[config.mk]
export PLATFORM = sky130hd
export DESIGN_NAME = aesl_deadlock_channel_monitor
export DESIGN_NICKNAME = d
export VERILOG_FILES = /design/src/rtl/aesl_deadlock_pkg.sv /design/src/rtl/aesl_deadlock_prio_enc.sv /design/src/rtl/aesl_deadlock_channel_monitor.sv
export SDC_FILE = /design/constraint.sdc
export NUM_CORES = 1
export LEC_CHECK = 0
export CAP_MARGIN = 5
export CORE_MARGIN = 2
export CORE_UTILIZATION = 49
export CTS_BUF_LIST = sky130_fd_sc_hd__clkbuf_8
export CTS_CLUSTER_SIZE = 30
export DETAILED_ROUTE_END_ITERATION = 8
export MAX_ROUTING_LAYER = met4
export PLACE_DENSITY = 0.74
export REMOVE_ABC_BUFFERS = 1
export SYNTH_ARGS = -nofsm -noshare
export SYNTH_HDL_FRONTEND = slang
export SYNTH_SLANG_ARGS = --single-unit
[constraint.sdc]
create_clock -name kernel_monitor_clock -period 4.2 [get_ports kernel_monitor_clock]
set_input_delay 0.84 -clock kernel_monitor_clock [delete_from_list [all_inputs] [get_ports kernel_monitor_clock]]
set_output_delay 0.84 -clock kernel_monitor_clock [all_outputs]
set_load 0.01 [all_outputs]
[src/rtl/aesl_deadlock_pkg.sv]
// Shared types and helpers for the kernel deadlock channel monitor.
package aesl_deadlock_pkg;

  typedef enum logic [1:0] {
    IDLE     = 2'd0,
    WATCH    = 2'd1,
    DEADLOCK = 2'd2
  } monitor_state_t;

  // Deadlock-entry counter width and its saturation value.
  localparam int                  DCOUNT_W   = 8;
  localparam logic [DCOUNT_W-1:0] DCOUNT_MAX = 8'hFF;

  // Channel index width; a single channel still needs a 1-bit index.
  function automatic int idx_width(input int n);
    return (n > 1) ? $clog2(n) : 1;
  endfunction

endpackage

[src/rtl/aesl_deadlock_prio_enc.sv]
// Lowest-set-bit priority encoder over the channel block flags.
module aesl_deadlock_prio_enc #(
  parameter int NUM_AXIS = 4,
  parameter int IDX_W    = 2
) (
  input  logic [NUM_AXIS-1:0] sigs,
  output logic [IDX_W-1:0]    idx,
  output logic                valid
);

  // Scan from the top down so the lowest set bit is the last one written.
  always_comb begin
    idx = '0;
    for (int i = NUM_AXIS - 1; i >= 0; i--) begin
      if (sigs[i]) idx = IDX_W'(i);
    end
  end

  assign valid = |sigs;

endmodule

[src/rtl/aesl_deadlock_channel_monitor.sv]
// Kernel deadlock monitor: a stall must persist THRESHOLD cycles before a
// sticky deadlock is reported; the first blocked channel is latched on entry.
// The FSM state is kept in the signal `state` for checkers to bind to.
module aesl_deadlock_channel_monitor
  import aesl_deadlock_pkg::*;
#(
  parameter int NUM_AXIS  = 4,
  parameter int NUM_INST  = 2,
  parameter int CNT_W     = 16,
  parameter int THRESHOLD = 64,
  parameter int IDX_W     = idx_width(NUM_AXIS)
) (
  input  logic                kernel_monitor_clock,
  input  logic                kernel_monitor_reset,
  input  logic [NUM_AXIS-1:0] axis_block_sigs,
  input  logic [NUM_INST-1:0] inst_idle_sigs,
  input  logic [NUM_INST-1:0] inst_block_sigs,
  input  logic                clear,
  output logic                kernel_block,
  output logic [IDX_W-1:0]    blocked_chan_idx,
  output logic [CNT_W-1:0]    stall_cycles,
  output logic [DCOUNT_W-1:0] deadlock_count
);

  localparam logic [CNT_W-1:0] CNT_MAX = '1;
  localparam logic [CNT_W:0]   THRESH  = (CNT_W + 1)'(THRESHOLD);

  monitor_state_t   state;
  monitor_state_t   state_next;
  logic             stall;
  logic [CNT_W:0]   cnt_inc;
  logic [CNT_W-1:0] cnt_next;
  logic             kb_next;
  logic             enter_dl;
  logic [IDX_W-1:0] enc_idx;
  logic             enc_valid;

  // A channel is blocked and every instance is either idle or blocked.
  assign stall   = (|axis_block_sigs) & (&(inst_idle_sigs | inst_block_sigs));
  assign cnt_inc = {1'b0, stall_cycles} + 1'b1;

  aesl_deadlock_prio_enc #(
    .NUM_AXIS (NUM_AXIS),
    .IDX_W    (IDX_W)
  ) u_prio_enc (
    .sigs  (axis_block_sigs),
    .idx   (enc_idx),
    .valid (enc_valid)
  );

  // State register.
  always_ff @(posedge kernel_monitor_clock or negedge kernel_monitor_reset) begin
    if (!kernel_monitor_reset) state <= IDLE;
    else                       state <= state_next;
  end

  // Next-state logic; clear wins over every transition, including entry.
  always_comb begin
    state_next = state;
    if (clear) begin
      state_next = IDLE;
    end else begin
      case (state)
        IDLE:     if (stall) state_next = (THRESHOLD == 1) ? DEADLOCK : WATCH;
        WATCH: begin
          if (!stall)                 state_next = IDLE;
          else if (cnt_inc == THRESH) state_next = DEADLOCK;
        end
        DEADLOCK: state_next = DEADLOCK;
        default:  state_next = IDLE;
      endcase
    end
  end

  // Output decode: next values for the registered outputs.
  always_comb begin
    cnt_next = stall_cycles;
    kb_next  = (state_next == DEADLOCK);
    enter_dl = (state != DEADLOCK) && (state_next == DEADLOCK);
    if (clear) begin
      cnt_next = '0;
    end else begin
      case (state)
        IDLE:     cnt_next = stall ? CNT_W'(1) : '0;
        WATCH:    cnt_next = stall ? cnt_inc[CNT_W-1:0] : '0;
        DEADLOCK: if (stall && (stall_cycles != CNT_MAX)) cnt_next = cnt_inc[CNT_W-1:0];
        default:  cnt_next = '0;
      endcase
    end
  end

  // Registered outputs; index and entry count only move on deadlock entry.
  always_ff @(posedge kernel_monitor_clock or negedge kernel_monitor_reset) begin
    if (!kernel_monitor_reset) begin
      kernel_block     <= 1'b0;
      stall_cycles     <= '0;
      blocked_chan_idx <= '0;
      deadlock_count   <= '0;
    end else begin
      kernel_block <= kb_next;
      stall_cycles <= cnt_next;
      if (enter_dl && enc_valid) begin
        blocked_chan_idx <= enc_idx;
        if (deadlock_count != DCOUNT_MAX) deadlock_count <= deadlock_count + 1'b1;
      end
    end
  end

endmodule

==> flow_metrics.py <==
metrics = {
    "pwr": {
        "p_seq_frac": 0.510,
        "clock_power_share": 0.392,
        "sw_frac_of_total": 0.236,
        "p_comb_frac": 0.098,
        "vdd_drop_max_v": 0.000149,
        "leakage_nw": 0.963,
        "power.density_nw_per_um2": 247,
        "power.internal_w": 0.000442,
        "switching_power_w": 0.000136,
    },
    "cts": {
        "clk_latency_ns": 0.28,
        "tritoncts": "yes",
        "clk_transition_reported_paths_ns": 0.06,
        "holdBufCountCts": 0,
        "htree_num_levels": 2,
        "cts_resized": 0,
        "cts-root-buf": "clkbuf_8",
        "clockBufferDepth": 2,
        "cts_sinks": 29,
        "cts_buffers": 5,
        "post_cts_buffers": 0,
    },
    "place": {
        "dp_hpwl_um": 3290,
        "pre_cts_ws_ns": 1.03,
        "portBuffers": 37,
        "place_congestion": 0.828,
    },
    "grt": {
        "antenna_found_initial": 0,
        "grt_pass1_wl_um": 7550,
        "grt-ovfl-total": 0,
        "track_usage": 0.235,
        "grt_max_degree": 30,
        "grt_pass1_vias": 1622,
    },
    "critical_path": {
        "cp_cell_sequence": "nand4_1 > nor4_1 > nor2_1 > nor2_1 > o21ai_0 > o31ai_1",
        "r2r_slack_ns": 1.11,
        "crit_path_end_kind": "flip-flop",
        "cp_data_required_time_ns": 4.37,
        "cpMaxStageDelayCell": "nor2_1",
        "crit_type": "flip-flop to flip-flop",
        "rr_endpoint": "stall_cycles[4]",
        "worstPathMaxFanout": 13,
        "r2r-start": "stall_cycles[4]",
        "cp_data_arrival_time_ns": 3.26,
        "reg2regPathDepth": 6,
        "start_kind": "flip-flop",
        "cpMostUsedCell": "nor2_1",
        "max_stage_delay_ns": 0.72,
        "crit_path_start": "stall_cycles[4]",
    },
    "yosys": {
        "ys_seq_area_frac": 0.390,
        "yosys.area.top_type": "dfrtp_1",
        "yosysWarnings": 0,
        "ys.flop_type": "dfrtp_1",
        "yosys.area.top_type_share": 0.390,
        "synth-seq-cells": 29,
        "netlist_instances": 193,
        "synth_area_per_cell_um2": 9.63,
        "synth-edff-count": 0,
        "synth_area_leaders": "dfrtp_1 39%, o21ai_0 4.0%, nor2_1 3.4%, xor2_1 3.3%, nor4_1 2.7%",
        "async_reset_ff_frac": 1.00,
        "synth_area_um2": 1860,
        "synth_cell_types": 54,
    },
    "sta": {
        "tightest_slew_ns": 0.904,
        "rsz0062_at_grt": "false",
        "final-hold-violation-count": 0,
        "whs_ns": 0.494,
        "fin_skew_ns": 0.00499,
        "fmax_mhz": 324,
        "setup_slack_ns": 1.11,
        "setup_viol": 0,
        "period_needed_ns": 3.09,
        "max_slew_margin": 0.395,
        "period_share": 0.735,
        "finalSetupTns_ns": 0,
        "slew_violations": 0,
    },
    "worst_hold_path": {
        "hold_path_class": "flip-flop to flip-flop",
        "hold_end": "blocked_chan_idx[1]",
        "worstHoldStart": "blocked_chan_idx[1]",
        "worstHoldPathCells": 1,
    },
    "run": {
        "drv_cap": 0,
    },
    "drt": {
        "drtIter0Drc": 82,
        "drtPass1Iterations": 4,
        "drt-total-wl_um": 4560,
        "drc": 0,
        "detail-route-antenna-nets": 0,
        "wire_per_inst_um": 16.3,
        "via_per_inst": 6.06,
        "dr_total_vias": 1690,
    },
    "floorplanning": {
        "dieArea_um2": 4300,
        "initial_core_util": 0.508,
        "die_w_um": 65.6,
        "design.core.area_um2": 3660,
        "ios": 38,
        "fp.dieH_um": 65.6,
        "num_rows": 22,
    },
    "layout": {
        "nets": 245,
        "diodes": 0,
        "areaGrowthSynthToFinish_pct": 26.2,
        "final_cell_mix": "37 x clkdlybuf4s50_1, 29 x dfrtp_1, 17 x nor2_1",
        "final_layout_size_suffix_gt1_frac": 0.117,
        "layout_commonest_cell": "clkdlybuf4s50_1",
    },
    "outcome": {
        "status": "finished, final reports clean",
    },
}
==> flip-flops by register name, summed over array words and instances (netlist names) <==
register and count:
stall_cycles 16, kernel_block 1, blocked_chan_idx 2, deadlock_count 8
state 2
==> power by group through the flow <==
stage / clock network (W) / registers [W] / logic (W)
4_1_cts: 0.000230 / 0.000295 / 0.0000576
2_1_floorplan: 0 / 0.000301 / 0.0000204
3_5_place_dp: 0 / 0.000300 / 0.0000574
6_report: 0.000227 / 0.000295 / 0.0000568
3_3_place_gp: 0 / 0.000299 / 0.0000553
5_1_grt: 0.000246 / 0.000296 / 0.0000623
==> worst max path at each step <==
stage | endpoint | slack [ns] | cells after the start
2_1_floorplan | deadlock_count[1] | 1.57 | 6
3_3_place_gp | deadlock_count[1] | 1.14 | 7
3_5_place_dp | stall_cycles[4] | 1.03 | 7
4_1_cts | stall_cycles[4] | 1.19 | 6
5_1_grt | stall_cycles[4] | 0.94 | 6
6_report | stall_cycles[4] | 1.11 | 6
==> synthesized netlist by cell type (3+ instances only) <==
| library cell | n |
|---|---|
| dfrtp_1 | 29 |
| ha_1 | 3 |
| o31ai_1 | 6 |
| nor3_1 | 7 |
| nor4_1 | 8 |
| or3_1 | 3 |
| and3_1 | 6 |
| buf_2 | 5 |
| o22ai_1 | 3 |
| nand2b_1 | 5 |
| inv_1 | 4 |
| xnor2_1 | 5 |
| xor2_1 | 7 |
| nand4_1 | 3 |
| nand2_1 | 10 |
| a21oi_1 | 4 |
| nand3_1 | 9 |
| nor2_1 | 17 |
| o21ai_0 | 15 |
==> worst max-delay path: cells and delay by family, from the launching register on <==
kind               cells  cell delay [ns]
AOI/OAI and AO/OA      2             0.37
and+or+nand+nor        4             2.08
DFF                    1             0.54
==> metal layers <==
metal,share of wire,up-vias,GRT usage
met4,0.0083,0,0.0651
met5,0,-,-
li1,-,804,-
met1,0.43,815,0.283
met2,0.49,65,0.384
met3,0.071,6,0.0702
==> kinds of logic (layout without fill, tap and decap cells) <==
| kind of cell | Yosys count | in the layout | share of synthesized area |
|---|---|---|---|
| and+or+nand+nor | 88 | 88 | 0.308 |
| AOI/OAI and AO/OA | 46 | 46 | 0.170 |
| DFF | 29 | 29 | 0.390 |
| xor gates and xnor gates | 12 | 12 | 0.0565 |
| buffers and inverters | 11 | 49 | 0.0276 |
| muxes | 4 | 4 | 0.0276 |
| adders and majority gates | 3 | 3 | 0.0202 |
==> cell type report <==
class / count / area (um2)
Timing Repair Buffer: 38 / 378
Clock buffer: 6 / 82.6
Tap cell: 48 / 60.1
Fill cell: 298 / 1310
Clock inverter: 1 / 3.75
Multi-Input combinational cell: 153 / 1080
Sequential cell: 29 / 726
Inverter: 4 / 15.0
==> metrics by stage <==
step,instances,instance area [um2],util,power (W)
2_1_floorplan,186,1820,-,0.000322
3_3_place_gp,272,2260,0.618,0.000355
3_5_place_dp,272,2260,0.618,0.000357
4_1_cts,279,2350,0.641,0.000583
5_1_grt,279,2350,0.641,0.000604
6_report,279,2350,0.641,0.000579
Note: power is estimated with default switching activity, not from simulation.
